==> src/rtl/rom_loader_pkg.sv <==
// Shared types for the ROM download path: loader states, byte lanes and the
// packed memory word that travels through the write FIFO.
package rom_loader_pkg;

  typedef enum logic [1:0] {IDLE, LOAD, DRAIN} state_t;

  localparam int LANE_LO = 0;
  localparam int LANE_HI = 1;
  localparam logic [1:0] BE_FULL = 2'b11;

  // Widest word address carried in a FIFO entry; the top truncates to MEM_AW.
  localparam int ADDR_MAX_W = 24;

  typedef struct packed {
    logic [ADDR_MAX_W-1:0] addr;
    logic [15:0]           data;
    logic [1:0]            be;
  } word_t;

  // Drop one byte into the selected lane and raise that lane's enable.
  function automatic word_t merge_byte(input word_t w, input logic lane, input logic [7:0] b);
    word_t r;
    r = w;
    if (lane) begin
      r.data[8*LANE_HI +: 8] = b;
      r.be[LANE_HI]          = 1'b1;
    end else begin
      r.data[8*LANE_LO +: 8] = b;
      r.be[LANE_LO]          = 1'b1;
    end
    return r;
  endfunction

endpackage

==> src/rtl/word_fifo.sv <==
// Synchronous FIFO with registered occupancy count. A pop in the same cycle
// as a push into a full FIFO frees the slot, so the push is kept.
module word_fifo #(
  parameter int WIDTH = 8,
  parameter int DEPTH = 4
) (
  input  logic                     clock,
  input  logic                     reset,
  input  logic                     push,
  input  logic [WIDTH-1:0]         din,
  input  logic                     pop,
  output logic [WIDTH-1:0]         dout,
  output logic                     full,
  output logic                     empty,
  output logic [$clog2(DEPTH):0]   count
);

  localparam int AW = $clog2(DEPTH);

  logic [WIDTH-1:0] mem [DEPTH];
  logic [AW-1:0]    wr_ptr, rd_ptr;
  logic             do_push, do_pop;

  assign empty   = (count == '0);
  assign full    = (count == (AW+1)'(DEPTH));
  assign do_pop  = pop && !empty;
  assign do_push = push && (!full || do_pop);
  assign dout    = mem[rd_ptr];

  always_ff @(posedge clock) begin
    if (reset) begin
      wr_ptr <= '0;
      rd_ptr <= '0;
      count  <= '0;
    end else begin
      if (do_push) wr_ptr <= wr_ptr + 1'b1;
      if (do_pop)  rd_ptr <= rd_ptr + 1'b1;
      count <= count + {{AW{1'b0}}, do_push} - {{AW{1'b0}}, do_pop};
    end
  end

  always_ff @(posedge clock) begin
    if (do_push) mem[wr_ptr] <= din;
  end

endmodule

==> src/rtl/rom_download_ctrl.sv <==
// Packs the ioctl byte stream into 16-bit SDRAM writes with byte enables,
// queues them and hands them to memory over a req/ack handshake.
module rom_download_ctrl
  import rom_loader_pkg::*;
#(
  parameter logic [7:0]        ROM_INDEX  = 8'h00,
  parameter logic [24:0]       ROM_BYTES  = 25'h0400000,
  parameter int                MEM_AW     = 23,
  parameter logic [MEM_AW-1:0] BASE_WORD  = '0,
  parameter int                FIFO_DEPTH = 4
) (
  input  logic              clock,
  input  logic              reset,
  input  logic              ioctl_download,
  input  logic              ioctl_wr,
  input  logic [24:0]       ioctl_addr,
  input  logic [7:0]        ioctl_dout,
  input  logic [7:0]        ioctl_index,
  output logic              ioctl_wait,
  output logic              mem_req,
  output logic [MEM_AW-1:0] mem_addr,
  output logic [15:0]       mem_data,
  output logic [1:0]        mem_be,
  input  logic              mem_ack,
  output logic              busy,
  output logic              done,
  output logic              overflow
);

  localparam int CW = $clog2(FIFO_DEPTH) + 1;

  state_t          state, state_n;
  logic            dl_q, stg_vld, stg_vld_n, ovf_n, done_raw;
  word_t           stg, stg_n, push_word, head, fresh, merged;
  logic            push, pop, full, empty;
  logic [CW-1:0]   count;
  logic            dl_rise, dl_fall, idx_hit, accept;
  logic [MEM_AW-1:0] w_addr;
  logic            unused_addr;

  assign idx_hit = (ioctl_index == ROM_INDEX);
  assign dl_rise = ioctl_download && !dl_q;
  assign dl_fall = !ioctl_download && dl_q;
  assign accept  = (state == LOAD) && ioctl_wr && ioctl_download && idx_hit
                   && (ioctl_addr < ROM_BYTES);
  assign w_addr  = BASE_WORD + ioctl_addr[MEM_AW:1];
  assign pop     = mem_ack && !empty;

  always_ff @(posedge clock) begin
    if (reset) begin
      state    <= IDLE;
      dl_q     <= 1'b0;
      stg      <= '0;
      stg_vld  <= 1'b0;
      overflow <= 1'b0;
    end else begin
      state    <= state_n;
      dl_q     <= ioctl_download;
      stg      <= stg_n;
      stg_vld  <= stg_vld_n;
      overflow <= ovf_n;
    end
  end

  always_comb begin
    state_n   = state;
    stg_n     = stg;
    stg_vld_n = stg_vld;
    push      = 1'b0;
    push_word = stg;
    ovf_n     = overflow;
    done_raw  = 1'b0;
    fresh      = '0;
    fresh.addr = ADDR_MAX_W'(w_addr);
    fresh      = merge_byte(fresh, ioctl_addr[0], ioctl_dout);
    merged     = merge_byte(stg, ioctl_addr[0], ioctl_dout);
    unique case (state)
      IDLE: begin
        if (dl_rise && idx_hit) begin
          state_n = LOAD;
          ovf_n   = 1'b0;
        end
      end
      LOAD: begin
        if (dl_fall) begin
          // Flush whatever partial word is still staged.
          state_n   = DRAIN;
          push      = stg_vld;
          stg_vld_n = 1'b0;
        end else if (accept) begin
          if (!stg_vld) begin
            stg_n     = fresh;
            stg_vld_n = 1'b1;
          end else if (stg.addr == fresh.addr) begin
            if (merged.be == BE_FULL) begin
              push      = 1'b1;
              push_word = merged;
              stg_vld_n = 1'b0;
            end else begin
              stg_n = merged;
            end
          end else begin
            push  = 1'b1;
            stg_n = fresh;
          end
        end
      end
      DRAIN: begin
        if (empty) begin
          state_n  = IDLE;
          done_raw = 1'b1;
        end
      end
      default: state_n = IDLE;
    endcase
    if (push && full && !pop) ovf_n = 1'b1;
  end

  word_fifo #(
    .WIDTH ($bits(word_t)),
    .DEPTH (FIFO_DEPTH)
  ) u_fifo (
    .clock (clock),
    .reset (reset),
    .push  (push),
    .din   (push_word),
    .pop   (pop),
    .dout  (head),
    .full  (full),
    .empty (empty),
    .count (count)
  );

  assign busy       = (state != IDLE);
  assign done       = done_raw && !reset;
  // Threshold one below depth leaves room for the strobe already in flight.
  assign ioctl_wait = busy && (count >= CW'(FIFO_DEPTH - 1));
  assign mem_req    = !empty;
  assign mem_addr   = head.addr[MEM_AW-1:0];
  assign mem_data   = head.data;
  assign mem_be     = head.be;
  assign unused_addr = &{1'b0, head.addr};

endmodule

==> config.mk <==
export PLATFORM = sky130hd
export DESIGN_NAME = rom_download_ctrl
export DESIGN_NICKNAME = d
export VERILOG_FILES = /design/src/rtl/rom_loader_pkg.sv /design/src/rtl/word_fifo.sv /design/src/rtl/rom_download_ctrl.sv
export SDC_FILE = /design/constraint.sdc
export NUM_CORES = 1
export LEC_CHECK = 0
export ABC_AREA = 1
export BUFFER_PORTS_ARGS = -buffer_cell sky130_fd_sc_hd__buf_2
export CORE_MARGIN = 3
export CORE_UTILIZATION = 55
export DETAILED_ROUTE_END_ITERATION = 10
export PLACE_DENSITY = 0.83
export SYNTH_ARGS = -nofsm -noshare
export SYNTH_HDL_FRONTEND = slang
export SYNTH_HIERARCHICAL = 1
export SYNTH_SLANG_ARGS = --single-unit
==> constraint.sdc <==
create_clock -name clock -period 6.7 [get_ports clock]
set_input_delay 0.67 -clock clock [delete_from_list [all_inputs] [get_ports clock]]
set_output_delay 0.67 -clock clock [all_outputs]
set_load 0.005 [all_outputs]
== Yosys cells after proc, flatten, opt, wreduce, memory -nomap -nowiden ==
Memory sizes are Yosys's and may differ from the RTL's. A register that Yosys moved wholly into a read port is not among the register bits.
Index checks and enable logic that the tools add are counted.
Cells by class
  reduce and logical (&&, ||, !) cells: 33
  bitwise gates (word level): 1
  add/sub/neg operators: 4
  muxes and demuxes: 41
  equal/unequal tests: 10
  $lt $le $gt $ge: 2
Operators by type and width (count)
  $mux 18: 7
  $mux 42: 2
  $mux 8: 4
  $lt 25x23->1 const B: 1
  $eq 24x23->1: 1
  $mux 1: 22
  $logic_and 1x1->1: 14
  $mux 2: 5
  $logic_not 8->1: 1
  $reduce_and 4->1: 2
  $reduce_bool 2->1: 4
  $logic_not 1->1: 6
  $ne 2x2->1 const B: 3
  $pmux 2 s3: 1
  $add 2x1->2 const B: 2
  $eq 2x2->1 const B: 2
  $reduce_and 2->1: 2
  $add 3x1->3: 1
  $eq 3x3->1 const B: 1
  $ge 3x2->1 const B: 1
  $logic_not 3->1: 1
  $ne 3x3->1 const B: 1
  $reduce_and 3->1: 1
  $sub 3x1->3: 1
  other kinds (5): 5
Storage, ports and cells
  memories: 1
  logic and storage cells: 102
  register bits: 54
  output and inout bits: 46
  RAM bits: 168
Memories
  u_fifo.mem: depth 4, width 42, rd ports 1, clocked after memory_dff 1, wr ports 1, line word_fifo.sv:20  | logic [WIDTH-1:0] mem [DEPTH];

== Depth between registers and ports, before layout ==
Gate-level depths: netlist of the first run.
  depth after elaboration: 12
  mapped depth: 16

== By module ==
The synthesis of the first run kept the hierarchy.
Modules (own cells, without submodules)
  word_fifo: cells an instance 475, times used 1, sequential area each 5225.0 um^2, area an instance 6702.7 um^2
  rom_download_ctrl: cells an instance 460, times used 1, sequential area each 920.9 um^2, area an instance 2812.7 um^2

== Worst setup path after synthesis of the first run ==
OpenSTA, ideal clock, no wires.
  kind: input -> register
  start: in ioctl_index[0]
  end: mem u_fifo/mem[0][0] (netlist bit), enable pin
  arrival time: 3.721 ns
  setup slack: 2.538 ns
  setup time: 0.442 ns
  data required time: 6.258 ns
  cell stages on the path: 9
  path through: inv_1 -> nand4_1 -> nor2_1 -> nand3_1 -> inv_1 -> nand2_1 -> a21boi_0 -> nand2_1 -> nor2_1
On the way
  cells in the longest elaborated chain, start to end: 9
Ends and longest elaborated chain
  start: declaration: line rom_download_ctrl.sv:18  | input logic [7:0] ioctl_index,
  $logic_not 8->1: line rom_download_ctrl.sv:41  | assign idx_hit = (ioctl_index == ROM_INDEX);
  $logic_and 1x1->1: line rom_download_ctrl.sv:44  | assign accept = (state == LOAD) && ioctl_wr && ioctl_download && idx_hit
  $logic_and 1x1->1: line rom_download_ctrl.sv:45  | && (ioctl_addr < ROM_BYTES);
  $mux 1: line rom_download_ctrl.sv:90  | end else if (accept) begin
  $mux 1: line rom_download_ctrl.sv:85  | if (dl_fall) begin
  $mux 1: line rom_download_ctrl.sv:77  | unique case (state)
  via push: line rom_download_ctrl.sv:35  | logic push, pop, full, empty;
  $logic_and 1x1->1: line word_fifo.sv:27  | assign do_push = push && (!full || do_pop);
  $mux 1: line word_fifo.sv:43  | if (do_push) mem[wr_ptr] <= din;
  $mux 1 (implied by the code): line word_fifo.sv:43
  end: declaration: line word_fifo.sv:20
The timed path passes the listed nets, and every way through them passes these cells.

==> impl_metrics.env, run 1 <==
export IMPL_globalRouteOverflowTotal=0
export IMPL_fin_tns_setup_ns=0
export IMPL_place_hpwl_um=11900
export IMPL_root_buffer="clkbuf_16"
export IMPL_relSlewSlack_pct=38.5
export IMPL_h_tree_depth=1
export IMPL_grt_antenna_before_repair=1
export IMPL_cts_made_buffers=22
export IMPL_dieArea_mm2=0.0186
export IMPL_dp_slack_ns=3.14
export IMPL_cts_repair_resize_count=0
export IMPL_min_path_type="input pin to flop"
export IMPL_final_min_period_over_clock_period_pct=53.6
export IMPL_syn_nets=977
export IMPL_postCtsSetupRepairBufs=0
export IMPL_p_leak_nw=4.41
export IMPL_ctsHoldBuffers=0
export IMPL_core_region_area_mm2=0.0166
export IMPL_clock_latency_reported_for_the_late_side_of_the_worst_skew_pair_ns=0.49
export IMPL_detail_route_wirelength_um=19900
export IMPL_diodes=0
export IMPL_layout_setup_ws_ns=3.11
export IMPL_cts_path_max_buffers=3
export IMPL_num_fill_cells=1175
export IMPL_finalSetupViolCount=0
export IMPL_cts_tree="done"
export IMPL_hold_worst_slack_ns=0.437
export IMPL_first_pass_grt_wire_length_um=31300
export IMPL_worstPathRequired_ns=6.03
export IMPL_cp_common_cell="buf_4"
export IMPL_worst_setup_path_end_kind="primary output"
export IMPL_startpoint_types="flop"
export IMPL_num_vias=6729
export IMPL_maximum_number_of_pins_on_one_net_before_global_route_repair=84
export IMPL_groute_usage_overall_pct=21.2
export IMPL_first_global_vias=6381
export IMPL_num_io_pins=92
export IMPL_avgViaCountPerCell=5.43
export IMPL_worst_hold_path_depth=3
export IMPL_pwr_cell_area_mw_per_mm2=263
export IMPL_finalWeightedCongestion=0.770
export IMPL_number_of_pins_with_negative_max_slew_slack_in_the_final_report=0
export IMPL_fin_nets=1055
export IMPL_die_width_um=137
export IMPL_cts_sinks=219
export IMPL_worst_slew_pin_transition_ns=0.920
export IMPL_synth_cells=925
export IMPL_antenna_left=0
export IMPL_fmaxAchievable_mhz=278
export IMPL_drt_iter0_markers=537
export IMPL_crit_chain="buf_4 -> inv_2 -> buf_4 -> o21ai_0 -> o22ai_1 -> buf_2"
export IMPL_wl_per_cell_um=16.1
export IMPL_cts_reportedPaths_clkPinSlew_ns=0.06
export IMPL_firstDrtPassIters=5
export IMPL_run_status="complete, no violations"
export IMPL_ff_latch_area_mm2=0.00603
export IMPL_chipHeight_um=137
export IMPL_reg2reg_depth=10
export IMPL_initial_core_util_pct=56.3
export IMPL_count_of_yosys_warnings_during_synthesis=6
export IMPL_share_of_post_route_cells_with_drive_strength_above_1_pct=15.4
export IMPL_detail_route_drc_violations=0
export IMPL_synth_avg_cell_area_um2=10.1
export IMPL_maximum_cell_stage_delay_along_the_critical_path_ns=0.56
export IMPL_min_period_ns=3.59
export IMPL_critical_path_max_fanout=83
export IMPL_unrepaired_setup_endpoints_after_global_routing="false"
export IMPL_area_overhead_vs_synth_pct=14.2
export IMPL_multiInputGateArea_mm2=0.00275
export IMPL_critical_path_slowest_cell="buf_4"
export IMPL_finClkSkew_ns=0.00653
export IMPL_number_of_failing_hold_endpoints_at_the_final_stage=0
export IMPL_syn_area_mm2=0.00937
export IMPL_worstPathArrival_ns=2.92
export IMPL_maxCapViolations=0
export IMPL_buffers_on_ports=91
export IMPL_critical_path_class="flop to primary output"
export IMPL_std_cell_rows=47
export IMPL_irDropWorstVdd_uv=166
[area by class of cell]
class	count	share of cell area, %
Tap cell	220	2.57
Timing Repair Buffer	98	4.75
Clock inverter	11	1.70
Inverter	92	3.23
Clock buffer	29	5.69
Sequential cell	219	56.4
Multi-Input combinational cell	570	25.7
[power by group]
part           switching, mW  total [mW]  internal (mW)
clock network          0.489        1.32          0.832
registers          0.0000793        1.44           1.44
logic                 0.0338      0.0548         0.0209
total                  0.523        2.81           2.29
[placed cells by master, fill, tap and decap left out, drive strengths merged]
cell type and instances:
inv 93, or2 2, a21oi 32, o21a 9
nand2 140, nand3 18, nor4 3, nor3 2
o21ai 126, edfxtp 164, dfxtp 55, ha 5
a21boi 7, fa 1, nand4 4, clkbuf 29
xnor2 3, clkinv 5, nor2 166, xor2 10
bufinv 5, o22ai 42, buf 98
[critical path, delay by kind of cell (launching register included)]
kind,cells,cell delay (ns)
flip-flops,1,0.31
buffers and inverters,4,1.57
AO/OA/AOI/OAI,2,0.48
[flip-flops by register name (all words and copies together), names as in the netlist, named ones only]
signal	flops
u_fifo/mem	164
merged	23
stg	18
u_fifo/count	3
state	2
u_fifo/rd_ptr	2
u_fifo/wr_ptr	2
dl_q	1
overflow	1
stg_vld	1
[path summary, 6_finish.rpt]
check / startpoint / to / slack, ns
max: flop / mem_addr[19] / 3.11
min: ioctl_download / dl_q / 0.44
max reg2reg: merged[40] / u_fifo/mem[3][29] / 3.46
min reg2reg: stg[0] / stg[0] / 0.48
[metal layers]
metal | up-vias | track usage (%) | wire, um | share of wire, %
met5 | - | 0 | 9 | 0.045
met4 | 2 | 8.85 | 590 | 3.0
met3 | 49 | 3.16 | 1410 | 7.1
met2 | 264 | 34.8 | 9630 | 48
met1 | 3125 | 28.3 | 8270 | 42
li1 | 3289 | - | - | -
[stage by stage]
step	cell area, um^2	power (mW)	utilization [%]	std cells
6_report	10700	2.81	64.3	1239
5_1_grt	10700	2.88	64.3	1239
4_1_cts	10700	2.83	64.3	1239
3_5_place_dp	9900	1.52	59.5	1199
3_3_place_gp	9900	1.52	59.5	1199
2_1_floorplan	9370	1.50	-	925
No activity file was read; power rests on OpenSTA's default activity.
==> inputs of run 2 (changes only) <==
--- a/config.mk
+++ b/config.mk
@@ -8,7 +8,7 @@
 export ABC_AREA = 1
 export BUFFER_PORTS_ARGS = -buffer_cell sky130_fd_sc_hd__buf_2
 export CORE_MARGIN = 3
-export CORE_UTILIZATION = 55
+export CORE_UTILIZATION = 53
 export DETAILED_ROUTE_END_ITERATION = 10
 export PLACE_DENSITY = 0.83
 export SYNTH_ARGS = -nofsm -noshare
==> constraint.sdc (replaced) <==
create_clock -name clock -period 2.91 [get_ports clock]
set_input_delay 0.291 -clock clock [delete_from_list [all_inputs] [get_ports clock]]
set_output_delay 0.291 -clock clock [all_outputs]
set_load 0.005 [all_outputs]
==> impl_metrics.env, run 2 (same netlist as run 1, synthesis figures left out) <==
export IMPL_run_status="complete, no violations"
export IMPL_detail_route_wirelength_met1_um=8810
export IMPL_wl_met3_um=1480
export IMPL_crit_chain="inv_2 -> buf_4 -> o21ai_0 -> o22ai_1 -> buf_2"
export IMPL_path_buf_inv=3
export IMPL_chipHeight_um=139
export IMPL_detail_route_drc_violations=0
export IMPL_buffers_on_ports=91
export IMPL_top_layer_used="met4"
export IMPL_num_fill_cells=1251
export IMPL_final_cell_count_no_fill=1258
export IMPL_mostFrequentLayoutCell="edfxtp_1"
export IMPL_clock_latency_reported_for_the_late_side_of_the_worst_skew_pair_ns=0.49
export IMPL_worst_setup_path_end_kind="primary output"
export IMPL_globalRouteOverflowTotal=0
export IMPL_core_region_area_mm2=0.0169
export IMPL_worstPathRequired_ns=2.62
export IMPL_finalWeightedCongestion=0.824
export IMPL_avgViaCountPerCell=5.50
export IMPL_place_inst=1217
export IMPL_num_vias=6921
export IMPL_placed_area_mm2=0.0101
export IMPL_worstPathArrival_ns=2.45
export IMPL_std_cell_rows=47
export IMPL_post_route_cell_area_mm2=0.0108
export IMPL_h_tree_depth=1
export IMPL_number_of_pins_with_negative_max_slew_slack_in_the_final_report=0
export IMPL_first_pass_grt_wire_length_um=33900
export IMPL_groute_usage_overall_pct=21.5
export IMPL_die_width_um=139
export IMPL_unrepaired_setup_endpoints_after_global_routing="false"
export IMPL_share_of_post_route_cells_with_drive_strength_above_1_pct=16.5
export IMPL_fmaxAchievable_mhz=365
export IMPL_min_period_ns=2.74
export IMPL_num_io_pins=92
export IMPL_fin_tns_setup_ns=0
export IMPL_min_path_type="input pin to flop"
export IMPL_cts_repair_resize_count=0
export IMPL_antenna_left=0
export IMPL_met2WireLength_um=10600
export IMPL_place_hpwl_um=13400
export IMPL_finClkSkew_ns=0.00928
export IMPL_number_of_failing_hold_endpoints_at_the_final_stage=0
export IMPL_p_leak_nw=4.49
export IMPL_largest_register_ff_count=164
export IMPL_worst_slew_pin_transition_ns=0.921
export IMPL_detail_route_wirelength_um=21400
export IMPL_cts_reportedPaths_clkPinSlew_ns=0.06
export IMPL_firstDrtPassIters=5
export IMPL_wl_per_cell_um=17.0
export IMPL_cts_path_max_buffers=3
export IMPL_maximum_cell_stage_delay_along_the_critical_path_ns=0.69
export IMPL_diodes=0
export IMPL_largest_register="u_fifo/mem"
export IMPL_startpoint_types="flop"
export IMPL_layout_cells_most_common_list="edfxtp_1, nor2_1, nand2_1, o21ai_0, buf_2"
export IMPL_critical_path_slowest_cell="dfxtp_2"
export IMPL_drt_iter0_markers=550
export IMPL_critical_path_max_fanout=30
export IMPL_root_buffer="clkbuf_16"
export IMPL_area_overhead_vs_synth_pct=15.6
export IMPL_critical_path_class="flop to primary output"
export IMPL_maxCapViolations=0
export IMPL_maximum_number_of_pins_on_one_net_before_global_route_repair=58
export IMPL_critPathTopFamily="buffers and inverters"
export IMPL_grt_antenna_before_repair=0
export IMPL_first_global_vias=6745
export IMPL_cts_made_buffers=22
export IMPL_irDropWorstVdd_uv=447
export IMPL_finalSetupViolCount=0
export IMPL_cts_sinks=219
export IMPL_cts_tree="done"
export IMPL_final_min_period_over_clock_period_pct=94.1
export IMPL_pwr_cell_area_mw_per_mm2=572
export IMPL_relSlewSlack_pct=38.5
export IMPL_dieArea_mm2=0.0193
export IMPL_fin_nets=1074
export IMPL_initial_core_util_pct=55.3
run 2: cell types whose count changed in the layout (fill, tap and decap cells not counted), sizes merged:
cell / delta
clkbuf: -1
buf: +19
inv: -1
clkinv: +5
bufinv: -3
run 2: power by group:
group	internal, mW	total (mW)	leakage (nW)	switching, mW
clock network	1.64	2.75	0.346	1.11
logic	0.0494	0.128	2.08	0.0788
registers	3.31	3.31	2.07	0.000169
total	5.00	6.19	4.49	1.19
run 2: timing repair:
item	CTS	global route
buffers inserted	0	1
hold buffers	0	0
setup endpoints to repair	0	25
run 2: final cells by class:
class | count | area [um^2] | share of cell area (%)
clock buffers | 28 | 604 | 5.58
clock inverters | 12 | 101 | 0.936
inverters | 92 | 345 | 3.19
multi-input cells | 570 | 2750 | 25.4
flip-flops and latches | 219 | 6030 | 55.7
well taps | 220 | 275 | 2.54
repair buffers | 117 | 726 | 6.70
run 2: layer usage:
| metal | up-vias | GRT usage, % |
|---|---|---|
| li1 | 3329 | - |
| met3 | 45 | 3.59 |
| met5 | - | 0 |
| met1 | 3269 | 27.8 |
| met2 | 278 | 36.9 |
| met4 | 0 | 7.21 |
run 2: through the flow:
stage	hold slack, ns	worst slack (ns)	util (%)	total power, mW
2_1_floorplan	0.360	-0.233	-	3.44
3_3_place_gp	0.456	0.349	59.7	3.50
3_5_place_dp	0.471	0.208	59.7	3.50
4_1_cts	0.0478	0.188	63.9	6.22
5_1_grt	0.0737	0.0550	63.9	6.36
6_report	0.0645	0.173	63.9	6.19
run 2: worst register-to-register path: stages, from the launching register on:
cell	delay [ns]
dfxtp_1	0.43
inv_1	0.08
nand2_1	0.06
nand2_1	0.06
nand2_1	0.07
nor2_1	0.06
nand2_1	0.16
nor2_4	0.06
nand3_1	0.06
nand2_1	0.06
a21boi_0	0.27
buf_4	0.20
nand2_1	0.23
nor2_4	0.19
buf_4	0.35
run 2: path summary, 6_finish.rpt:
kind,start,endpoint,slack [ns],cells past startpoint
max,flop,mem_data[0],0.17,5
min,ioctl_download,dl_q,0.06,3
max reg2reg,merged[38],u_fifo/mem[2][13],0.23,14
min reg2reg,overflow,overflow,0.49,2
